**src/rtl/interp_pkg.sv**
```systemverilog
// Shared FSM encoding and window geometry for the upsample-by-2 interpolator.
package interp_pkg;

  localparam int TAPS   = 7;
  localparam int CENTER = 3;

  typedef enum logic [1:0] {
    FILL   = 2'd0,
    WAIT   = 2'd1,
    ORIG   = 2'd2,
    INTERP = 2'd3
  } state_t;

endpackage

```
**src/rtl/interp_ctrl_if.sv**
```systemverilog
// Sample stream bus. Both directions use valid/ready: a beat moves on a rising
// edge where valid && ready; the source holds data and valid stable until then.
interface interp_ctrl_if #(
  parameter int DATA_WIDTH = 8
);

  logic signed [DATA_WIDTH+1:0] in_data;
  logic                         in_valid;
  logic                         in_ready;
  logic signed [DATA_WIDTH+1:0] out_data;
  logic                         out_valid;
  logic                         out_ready;

  modport master (
    output in_data, in_valid, out_ready,
    input  in_ready, out_data, out_valid
  );

  modport slave (
    input  in_data, in_valid, out_ready,
    output in_ready, out_data, out_valid
  );

endinterface

```
**src/rtl/filtroup.sv**
```systemverilog
// 7-tap symmetric smoothing FIR, taps (1,-2,9,16,9,-2,1)/32, floor-shifted and
// saturated back to the sample width.
module filtroup #(
  parameter int DATA_WIDTH = 8
) (
  input  logic signed [DATA_WIDTH+1:0] in0,
  input  logic signed [DATA_WIDTH+1:0] in1,
  input  logic signed [DATA_WIDTH+1:0] in2,
  input  logic signed [DATA_WIDTH+1:0] in3,
  input  logic signed [DATA_WIDTH+1:0] in4,
  input  logic signed [DATA_WIDTH+1:0] in5,
  input  logic signed [DATA_WIDTH+1:0] in6,
  output logic signed [DATA_WIDTH+1:0] result
);

  // Absolute tap sum is 40 < 2^6, so 7 guard bits cover the accumulator.
  localparam int SW = DATA_WIDTH + 9;
  localparam logic signed [SW-1:0] MAXV = {{(SW-DATA_WIDTH-1){1'b0}}, {(DATA_WIDTH+1){1'b1}}};
  localparam logic signed [SW-1:0] MINV = {{(SW-DATA_WIDTH-1){1'b1}}, {(DATA_WIDTH+1){1'b0}}};

  logic signed [SW-1:0] w_x0, w_x1, w_x2, w_x3, w_x4, w_x5, w_x6;
  logic signed [SW-1:0] w_acc;
  logic signed [SW-1:0] w_shift;

  always_comb begin
    w_x0 = SW'(in0);
    w_x1 = SW'(in1);
    w_x2 = SW'(in2);
    w_x3 = SW'(in3);
    w_x4 = SW'(in4);
    w_x5 = SW'(in5);
    w_x6 = SW'(in6);
    w_acc = (w_x0 + w_x6)
          - ((w_x1 + w_x5) <<< 1)
          + ((w_x2 + w_x4) <<< 3) + (w_x2 + w_x4)
          + (w_x3 <<< 4);
    w_shift = w_acc >>> 5;
    if (w_shift > MAXV)      result = MAXV[DATA_WIDTH+1:0];
    else if (w_shift < MINV) result = MINV[DATA_WIDTH+1:0];
    else                     result = w_shift[DATA_WIDTH+1:0];
  end

endmodule

```
**src/rtl/interp_ctrl.sv**
```systemverilog
// Upsample-by-2 controller: each accepted sample emits the window centre and
// then the filtroup value for the same window.
module interp_ctrl
  import interp_pkg::*;
(
  input  logic                clk,
  input  logic                rst_n,
  input  logic                flush,
  interp_ctrl_if.slave        bus,
  output logic [2:0]          fill_cnt,
  output state_t              o_dbg_state
);

  localparam int DW = $bits(bus.in_data);

  state_t                r_state, w_next;
  logic signed [DW-1:0]  r_win [TAPS];
  logic [2:0]            r_fill_cnt;
  logic signed [DW-1:0]  r_out_data;
  logic                  r_out_valid;
  logic                  w_in_ready, w_accept, w_xfer;
  logic signed [DW-1:0]  w_filt;

  filtroup #(.DATA_WIDTH(DW-2)) u_filt (
    .in0(r_win[0]), .in1(r_win[1]), .in2(r_win[2]), .in3(r_win[3]),
    .in4(r_win[4]), .in5(r_win[5]), .in6(r_win[6]),
    .result(w_filt)
  );

  always_comb begin
    w_next     = r_state;
    w_in_ready = (r_state == FILL) || (r_state == WAIT);
    w_accept   = bus.in_valid && w_in_ready;
    w_xfer     = r_out_valid && bus.out_ready;
    case (r_state)
      FILL:   if (w_accept && (r_fill_cnt == 3'(TAPS-1))) w_next = ORIG;
      WAIT:   if (w_accept) w_next = ORIG;
      ORIG:   if (w_xfer)   w_next = INTERP;
      INTERP: if (w_xfer)   w_next = WAIT;
      default:              w_next = FILL;
    endcase
  end

  always_ff @(posedge clk) begin
    if (!rst_n || flush) begin
      r_state     <= FILL;
      r_fill_cnt  <= '0;
      r_out_valid <= 1'b0;
      for (int k = 0; k < TAPS; k++) r_win[k] <= '0;
      if (!rst_n) r_out_data <= '0;
    end else begin
      r_state <= w_next;
      if (w_accept) begin
        for (int k = 1; k < TAPS; k++) r_win[k] <= r_win[k-1];
        r_win[0] <= bus.in_data;
        if (r_state == FILL) r_fill_cnt <= r_fill_cnt + 3'd1;
      end
      // The pre-shift entry CENTER-1 becomes w[CENTER] on this same edge.
      if (w_accept && (w_next == ORIG)) begin
        r_out_valid <= 1'b1;
        r_out_data  <= r_win[CENTER-1];
      end
      if ((r_state == ORIG) && w_xfer)   r_out_data  <= w_filt;
      if ((r_state == INTERP) && w_xfer) r_out_valid <= 1'b0;
    end
  end

  assign bus.in_ready  = w_in_ready;
  assign bus.out_data  = r_out_data;
  assign bus.out_valid = r_out_valid;
  assign fill_cnt      = r_fill_cnt;
  assign o_dbg_state   = r_state;

endmodule

```
**src/flat_wrapper.sv**
```systemverilog
// flat-port wrapper written by rule: the top's interface ports become plain ports
module interp_ctrl_flat import interp_pkg::*;
  (clk, rst_n, flush, fill_cnt, o_dbg_state, bus_in_data, bus_in_valid, bus_out_ready, bus_in_ready, bus_out_data, bus_out_valid);
  interp_ctrl_if #(.DATA_WIDTH((8))) bus_i ();
  input  logic clk;
  input  logic rst_n;
  input  logic flush;
  output logic [2:0] fill_cnt;
  output state_t o_dbg_state;
  input wire logic [$bits(bus_i.in_data)-1:0] bus_in_data;
  input wire logic [$bits(bus_i.in_valid)-1:0] bus_in_valid;
  input wire logic [$bits(bus_i.out_ready)-1:0] bus_out_ready;
  output wire logic [$bits(bus_i.in_ready)-1:0] bus_in_ready;
  output wire logic [$bits(bus_i.out_data)-1:0] bus_out_data;
  output wire logic [$bits(bus_i.out_valid)-1:0] bus_out_valid;
  assign bus_i.in_data = bus_in_data;
  assign bus_i.in_valid = bus_in_valid;
  assign bus_i.out_ready = bus_out_ready;
  assign bus_in_ready = bus_i.in_ready;
  assign bus_out_data = bus_i.out_data;
  assign bus_out_valid = bus_i.out_valid;
  interp_ctrl u_core (.clk(clk), .rst_n(rst_n), .flush(flush), .bus(bus_i), .fill_cnt(fill_cnt), .o_dbg_state(o_dbg_state));
endmodule
```
**config.mk**
```make
export PLATFORM = sky130hd
export DESIGN_NAME = interp_ctrl_flat
export DESIGN_NICKNAME = d
export VERILOG_FILES = /design/src/rtl/interp_pkg.sv /design/src/rtl/interp_ctrl_if.sv /design/src/rtl/filtroup.sv /design/src/rtl/interp_ctrl.sv /design/src/flat_wrapper.sv
export SDC_FILE = /design/constraint.sdc
export NUM_CORES = 1
export LEC_CHECK = 0
export ABC_AREA = 1
export ABC_CLOCK_PERIOD_IN_PS = 15650
export CORE_MARGIN = 5
export CORE_UTILIZATION = 35
export DETAILED_ROUTE_END_ITERATION = 6
export PLACE_DENSITY = 0.58
export SYNTH_ARGS = -nofsm -noshare
export SYNTH_HDL_FRONTEND = slang
export SYNTH_SLANG_ARGS = --single-unit
```
**constraint.sdc**
```tcl
create_clock -name clk -period 15.65 [get_ports clk]
set_input_delay 1.565 -clock clk [delete_from_list [all_inputs] [get_ports clk]]
set_output_delay 1.565 -clock clk [all_outputs]
set_load 0.02 [all_outputs]
```
After elaboration in Yosys (flattened, before gate mapping)
Memory sizes are Yosys's and may differ from the RTL's.
Cells that the tools add are included.
{"block": "word_totals", "regBits": 16, "mem_bits_rw": 70, "input_bits": 15, "out_inout_bits": 17, "wordCells": 65, "mem_count": 1}
{"block": "classes", "addsub": 8, "magnitude_cmp": 2, "eq_ne": 6, "mux": 23, "bitwise_logic": 7, "reduce_logical": 14}
{"name": "u_core.r_win", "depth": 7, "width": 10, "rd": 7, "rd_clocked_by_memory_dff": 0, "write_ports": 7, "line": "interp_ctrl.sv:17", "rtl": "logic signed [DW-1:0] r_win [TAPS];"}
{"operator": "$mux W10", "count": 13}
{"operator": "$add A10 B10 Y11", "count": 3}
{"operator": "$add A16 B14 Y17", "count": 1}
{"operator": "$add A15 B11 Y16", "count": 1}
{"operator": "$add A13 B14 Y15", "count": 1}
{"operator": "$sub A11 B12 Y13", "count": 1}
{"operator": "$gt A12 B10 Y1 const B", "count": 1}
{"operator": "$lt A12 B10 Y1 const B", "count": 1}
{"operator": "$mux W2", "count": 4}
{"operator": "$pmux W2 S4", "count": 1}
{"operator": "$or A1 B1 Y1", "count": 7}
{"operator": "$eq A2 B2 Y1 const B", "count": 3}
{"operator": "$logic_and A1 B1 Y1", "count": 6}
{"operator": "$mux W1", "count": 5}
{"operator": "$reduce_and A2 Y1", "count": 2}
{"operator": "$add A3 B1 Y3 const B", "count": 1}
{"operator": "$eq A3 B3 Y1 const B", "count": 1}
{"operator": "$reduce_bool A3 Y1", "count": 1}
{"operator": "$eq A2 B1 Y1 const B", "count": 1}
{"operator": "$logic_not A2 Y1", "count": 1}
{"operator": "$logic_or A1 B1 Y1", "count": 2}
{"operator": "$ne A2 B2 Y1 const B", "count": 1}
{"operator": "$reduce_or A2 Y1", "count": 1}
{"operator": "$logic_not A1 Y1", "count": 1}

Longest topological paths before layout
Gate-level depths: netlist of run 1.
{"block": "depth", "depth_word": 11, "ltp_mapped": 28, "ltp_nobuf": 28}

Modules after synthesis
From an unflattened synthesis of run 1, not the netlist that was laid out.
{"block": "hier_totals", "cells_unflattened": 752, "area_unflattened_um2": 6547.5}
{"mod": "interp_ctrl", "instances": 1, "cells_each": 313, "area_each_um2": 3494.6, "seq_area_each_um2": 2422.3}
{"mod": "filtroup", "instances": 1, "cells_each": 439, "area_each_um2": 3052.9, "seq_area_each_um2": 0.0}

Least setup slack after synthesis of run 1
No wires, ideal clock.
{"block": "synth_timing", "kind": "register to register", "startpoint": "memory u_core.r_win[0][20] (netlist bit)", "endpoint": "register u_core.r_out_data[0], in the netlist u_core.bus.out_data[0] (data pin)", "setup_ps": 265, "t_arrival_ps": 4665, "t_required_ps": 15385, "path_slack_ps": 10720, "path_stages_with_launch": 23, "n_path_buf": 0, "synth_period_minus_slack_ps": 4930, "path_cell_list": "edfxtp_1 > ha_1 > fa_1 > a21oi_1 > o21bai_1 > a21oi_1 > o21bai_1 > xor2_1 > inv_1 > fa_1 > inv_1 > fa_1 > fa_1 > inv_1 > ha_1 > a21oi_1 > o21bai_1 > a21oi_1 > nand2_1 > nand2_1 > nand2_1 > a21oi_4 > a21oi_1"}
{"item": "start: declaration", "line": "interp_ctrl.sv:17"}
{"item": "end signal: assignment", "line": "interp_ctrl.sv:61", "rtl": "r_out_data <= r_win[CENTER-1];"}
{"item": "end signal: assignment", "line": "interp_ctrl.sv:63", "rtl": "if ((r_state == ORIG) && w_xfer) r_out_data <= w_filt;"}
{"item": "end: declaration", "line": "interp_ctrl.sv:19", "rtl": "logic signed [DW-1:0] r_out_data;"}

==> flow_summary.toml, run 1 <==
[run_status]
status = "completed"

[critical_path]
critPathKind = "flip-flop to flip-flop"
cp_top_family = "adder cells"
reg2reg_depth = 22
crit_chain = "ha_1, fa_1, a21oi_1, o21bai_1, a21oi_1, o21bai_1, xor2_1, inv_1, fa_1, inv_1, fa_1, fa_1, inv_1, ha_1, a21oi_1, nand2_1, a21oi_1, nand3_1, nand2_1, nand2_2, a21oi_4, a21oi_1"
arrival_ns = 5.77
crit_path_start_kind = "flip-flop"
rr_endpoint = "u_core.bus.out_data[6]"
cp_slowest_cell = "fa_1"
crit_fanout = 9
reg2reg_slack_ns = 9.97
critical-path-max-stage-delay_ns = 0.54
required_ns = 15.74
rr_startpoint = "u_core.r_win[0][20]"
crit_buf_inv = 3
cp-end-kind = "flip-flop"
cpMostUsedCell = "a21oi_1"

[yosys]
synth.top_cell.area_share = 0.333
synth_area_per_cell_um2 = 8.86
netlist_instances = 712
synth_area_mm2 = 0.00630
yosysUniqueCellTypes = 28
synth.most_common_cell = "inv_1"
yosys-top-cells-area = "edfxtp_1 (33%), fa_1 (16%), inv_1 (11%)"
ys_warn_count = 0
ys_ff_latch = 86
synth_edf_count = 70
ys_seq_area_frac = 0.384
synth_top_area_cell = "edfxtp_1"
synth_fp_nets = 820
synth_async_sr_flop_share = 0
synth_flop_cell = "edfxtp_1"
synth_common_cells = "inv_1 (182), nand2_1 (123), nor2_1 (75), edfxtp_1 (70), fa_1 (50)"

[global_routing]
grt_max_degree = 61
gr-total-overflow = 0
grt_pass1_vias = 4267
grt_usage = 0.133
grt_pass1_wl_um = 21400
antenna_found_initial = 0

[floorplanning]
placeableCoreArea_mm2 = 0.0178
dieArea_mm2 = 0.0208
start_util = 0.353
die_x_um = 144
io_pins = 32
die_y_um = 144
core.rowCount = 49

[timing]
whs_ns = 0.453
slew_viol_final = 0
tns_ns = 0
skew_ns = 0.00871
tightest_slew_ns = 1.13
hold_viol_final = 0
grt_setup_unrepaired = "no"
layout_worst_path_cycle_share = 0.363
layout_setup_ws_ns = 9.97
setup_violations = 0
period_needed_ns = 5.68
slew_headroom = 0.247
fmax_ghz = 0.176

[clocking]
post-cts-setup-buffers = 0
numCtsBuffers = 9
cts_resized = 0
cts-root-buf = "clkbuf_16"
postCtsHoldBufs = 0
clk_path_buf_depth = 2
cts_tree = "done"
worstSkewPairLatency_ns = 0.35
h-tree-depth = 3
clk_pin_slew_ns = 0.07
cts_sinks = 86

[min_path]
hold_path_class = "flip-flop to flip-flop"
hold_start = "u_core.r_win[0][60]"
worstHoldPathCells = 2
holdPathEnd = "u_core.r_win[0][60]"

[layout]
area_growth_pct = 13.9
final_nets = 855
final_util = 0.402
drive_above_1_share = 0.0359
fill_cells = 1820
diodes = 0

[power_and_ir_drop]
total_power_mw = 0.919
powerDensity_mw_per_mm2 = 128
power_leakage_nw = 3.40
max-vdd-ir-drop_uv = 60.5

[route]
finalWirelength_um = 12900
drt-initial-drc-count = 247
viasPerCell = 4.41
wl_per_cell_um = 13.2
firstDrtPassIters = 4
vias = 4324
ant_nets = 0
drc_errors = 0

[place]
dp_hpwl_um = 10200
gp_congestion = 0.876
dp_slack_ns = 10.0
portBuffers = 31

[run]
maxCapViolCount = 0
-- cell type report --
cell class	count	area [µm²]	share of cell area
inverters	182	683	0.0952
repair buffers	33	325	0.0453
multi-input cells	435	3170	0.441
well taps	229	287	0.0399
clock buffers	12	246	0.0343
flip-flops and latches	86	2420	0.337
clock inverters	4	47.5	0.00662
-- cells by family (layout without fill, tap and decap cells) --
logic type,after synthesis,in the layout,share of synthesized area
and+or+nand+nor,242,242,0.157
buffers and inverters,191,231,0.114
adders and majority gates,93,93,0.244
DFF,86,86,0.384
AOI/OAI and AO/OA,74,74,0.0653
xor gates and xnor gates,26,26,0.0361
-- stage by stage --
| step | instances | cell area (µm²) |
|---|---|---|
| after floorplan | 712 | 6300 |
| after global placement | 965 | 6890 |
| after detailed placement | 965 | 6890 |
| after CTS | 981 | 7180 |
| after global routing | 981 | 7180 |
| final | 981 | 7180 |
-- tightest hold or removal path, delay by kind of cell, from the launching register on --
family	cells	cell delay [ns]
DFF	1	0.31
and+or+nand+nor	2	0.10
-- layer usage --
| metal | track usage | up-vias | part of all wire |
|---|---|---|---|
| li1 | - | 2265 | - |
| met1 | 0.195 | 1994 | 0.52 |
| met2 | 0.203 | 52 | 0.43 |
| met3 | 0.0258 | 13 | 0.034 |
| met4 | 0.0309 | 0 | 0.010 |
| met5 | 0 | - | 0 |
-- placed cells by master, fill, tap and decap left out, drive strengths merged, types with 3 or more instances in the layout --
| master | count |
|---|---|
| xor2 | 19 |
| dfxtp | 16 |
| xnor2 | 7 |
| nand3 | 28 |
| fa | 50 |
| edfxtp | 70 |
| nor3 | 6 |
| clkinv | 3 |
| nand2 | 128 |
| inv | 182 |
| ha | 43 |
| o21ai | 20 |
| clkdlybuf4s50 | 31 |
| a21oi | 43 |
| nor2 | 76 |
| o21bai | 4 |
| clkbuf | 12 |
-- where the power goes --
part	total, mW	internal, mW	switching [mW]
sequential	0.264	0.256	0.00826
combinational	0.437	0.166	0.271
clock	0.219	0.128	0.0908
total	0.919	0.549	0.370
-- state kept, by name, indices dropped and copies added (netlist names) --
name                  count
u_core.o_dbg_state        2
u_core.bus.out_valid      1
u_core.r_win             70
u_core.bus.out_data      10
u_core.fill_cnt           3
-- how the worst max path moves through the flow --
stage / endpoint / cells after the start / slack, ns / from
floorplan: u_core.bus.out_data[0] / 22 / 10.72 / u_core.r_win[0][20]
CTS: u_core.bus.out_data[6] / 22 / 9.99 / u_core.r_win[0][20]
global placement: u_core.bus.out_data[0] / 22 / 10.02 / u_core.r_win[0][20]
detailed placement: u_core.bus.out_data[8] / 22 / 10.0 / u_core.r_win[0][20]
global route: u_core.bus.out_data[4] / 26 / 9.65 / u_core.r_win[0][20]
finish: u_core.bus.out_data[6] / 22 / 9.97 / u_core.r_win[0][20]
No activity file was read; power rests on OpenSTA's default activity.
==> run 2: changes to the inputs <==
--- a/config.mk
+++ b/config.mk
@@ -6,11 +6,11 @@
 export NUM_CORES = 1
 export LEC_CHECK = 0
 export ABC_AREA = 1
-export ABC_CLOCK_PERIOD_IN_PS = 15650
+export ABC_CLOCK_PERIOD_IN_PS = 4700
 export CORE_MARGIN = 5
 export CORE_UTILIZATION = 35
 export DETAILED_ROUTE_END_ITERATION = 6
-export PLACE_DENSITY = 0.58
+export PLACE_DENSITY = 0.6
 export SYNTH_ARGS = -nofsm -noshare
 export SYNTH_HDL_FRONTEND = slang
 export SYNTH_SLANG_ARGS = --single-unit
==> constraint.sdc (replaced) <==
create_clock -name clk -period 4.7 [get_ports clk]
set_input_delay 0.47 -clock clk [delete_from_list [all_inputs] [get_ports clk]]
set_output_delay 0.47 -clock clk [all_outputs]
set_load 0.02 [all_outputs]
==> flow_summary.toml, run 2 (synthesis results as in run 1) <==
[run_status]
status = "complete, but fails checks"
violations = "setup timing"

[critical_path]
crit_buf_inv = 4
critical-path-max-stage-delay_ns = 0.51
cp-end-kind = "flip-flop"
required_ns = 4.78
cp_slowest_cell = "fa_1"
critPathKind = "flip-flop to flip-flop"
rr_endpoint = "u_core.bus.out_data[2]"
crit_fanout = 5
reg2reg_slack_ns = -0.34
reg2reg_depth = 25
cp_top_family = "adder cells"
rr_startpoint = "u_core.r_win[0][40]"
crit_path_start_kind = "flip-flop"
arrival_ns = 5.11

[floorplanning]
die_x_um = 144
die_y_um = 144
placeableCoreArea_mm2 = 0.0178
io_pins = 32
dieArea_mm2 = 0.0208
core.rowCount = 49
start_util = 0.353

[route]
viasPerCell = 4.43
ant_nets = 0
drt-initial-drc-count = 271
firstDrtPassIters = 4
drc_errors = 0
wl_per_cell_um = 13.3
finalWirelength_um = 14300
vias = 4794

[timing]
setup_violations = 10
grt_setup_unrepaired = "yes"
slew_headroom = 0.615
layout_worst_path_cycle_share = 1.07
hold_viol_final = 0
slew_viol_final = 0
period_needed_ns = 5.04
whs_ns = 0.455
tightest_slew_ns = 0.577
fmax_ghz = 0.198
skew_ns = 0.0127
layout_setup_ws_ns = -0.338

[layout]
largest_register_ffs = 70
regMostFlops = "u_core.r_win"
final_util = 0.469
fill_cells = 1660
area_growth_pct = 32.8
diodes = 0
final_common_cell = "inv_1"
drive_above_1_share = 0.230
final_nets = 956
final_cells = 1082
final_cell_mix = "inv_1 (173), nand2_1 (112), buf_4 (102)"

[clocking]
cts-root-buf = "clkbuf_16"
worstSkewPairLatency_ns = 0.35
numCtsBuffers = 9
cts_sinks = 86
clk_pin_slew_ns = 0.06
clk_path_buf_depth = 2
postCtsHoldBufs = 0
h-tree-depth = 3
cts_tree = "done"

[global_routing]
grt_max_degree = 43
grt_pass1_vias = 4861
antenna_found_initial = 0
grt_usage = 0.145
grt_use_met1 = 0.208
met2_usage = 0.229
grt_pass1_wl_um = 23600
grt-busiest-layer = "met2"
gr-total-overflow = 0
grt_use_met3 = 0.0278

[power_and_ir_drop]
clkPwrFrac = 0.207
p_comb_frac = 0.563
power_leakage_nw = 3.94
max-vdd-ir-drop_uv = 285
p_int_mw = 2.29
seqPwrFrac = 0.230
swShare = 0.398
switchingPower_mw = 1.52
powerDensity_mw_per_mm2 = 455

[run]
maxCapViolCount = 0

[min_path]
hold_start = "u_core.r_win[0][60]"
worstHoldPathCells = 2
hold_path_class = "flip-flop to flip-flop"
holdPathEnd = "u_core.r_win[0][60]"

[place]
portBuffers = 31
gp_congestion = 0.868
dp_hpwl_um = 11100
dp_cells = 1049
==> run 2: changes by cell type in the layout (fill, tap and decap cells not counted), moves of 4 or more <==
cell | before | now
ha_1 | 43 | 28
inv_1 | 181 | 173
nand2_1 | 122 | 112
a21oi_1 | 42 | 27
fa_2 | 0 | 5
a21oi_4 | 1 | 5
fa_1 | 50 | 45
ha_4 | 0 | 13
buf_4 | 2 | 102
a21oi_2 | 0 | 12
nand2_2 | 5 | 12
inv_2 | 1 | 9
==> run 2: tightest hold or removal path, stage by stage (launching register included) <==
cell	delay, ns
dfxtp_1	0.31
nand2_1	0.06
nand2_1	0.04
==> run 2: stage by stage <==
step | total power [mW] | instance area, µm² | TNS (ns) | worst slack, ns
final | 3.81 | 8370 | -2.96 | -0.338
after global routing | 4.14 | 8370 | -5.27 | -0.562
after CTS | 3.69 | 8170 | -2.15 | -0.241
after detailed placement | 2.71 | 7620 | -4.65 | -0.492
after global placement | 2.70 | 7620 | -4.14 | -0.440
after floorplan | 2.15 | 6400 | 0 | 0.0000266
==> run 2: final cells by class <==
cell class              count  area [µm²]  share of cell area
inverters                 182         683              0.0816
flip-flops and latches     86        2420               0.289
repair buffers            133        1080               0.129
well taps                 229         287              0.0342
clock buffers              10         229              0.0273
multi-input cells         436        3580               0.428
clock inverters             6        92.6              0.0111
==> run 2: metal layers <==
metal / routed length [µm] / vias up
li1: - / 2467
met1: 6920 / 2229
met2: 6550 / 85
met3: 717 / 13
met4: 153 / 0
met5: 0 / -
==> run 2: power groups by stage <==
stage | Clock [mW] | Sequential, mW | Combinational (mW)
6_report | 0.788 | 0.877 | 2.15
3_5_place_dp | 0 | 0.893 | 1.82
3_3_place_gp | 0 | 0.892 | 1.81
2_1_floorplan | 0 | 0.891 | 1.26
5_1_grt | 0.829 | 0.880 | 2.43
4_1_cts | 0.802 | 0.876 | 2.01
==> run 2: timing repair <==
item                                    in CTS  in global routing
endpoints found under the setup margin      10                 10
endpoints found under the hold margin        0                  0
pin swaps                                   31                 11
buffers inserted                             8                  8
gates resized for setup                     31                 29
cloned                                       1                  0
==> run 2: worst max-delay path by stage <==
| stage | start | end | slack (ns) | cells past startpoint |
|---|---|---|---|---|
| after floorplan | u_core.r_win[0][20] | u_core.bus.out_data[0] | 0.00003 | 25 |
| after global placement | u_core.r_win[0][40] | u_core.bus.out_data[0] | -0.44 | 22 |
| after detailed placement | u_core.r_win[0][40] | u_core.bus.out_data[0] | -0.49 | 22 |
| after CTS | u_core.r_win[0][20] | u_core.bus.out_data[0] | -0.24 | 24 |
| after global routing | u_core.r_win[0][20] | u_core.bus.out_data[4] | -0.56 | 25 |
| final | u_core.r_win[0][40] | u_core.bus.out_data[2] | -0.34 | 25 |
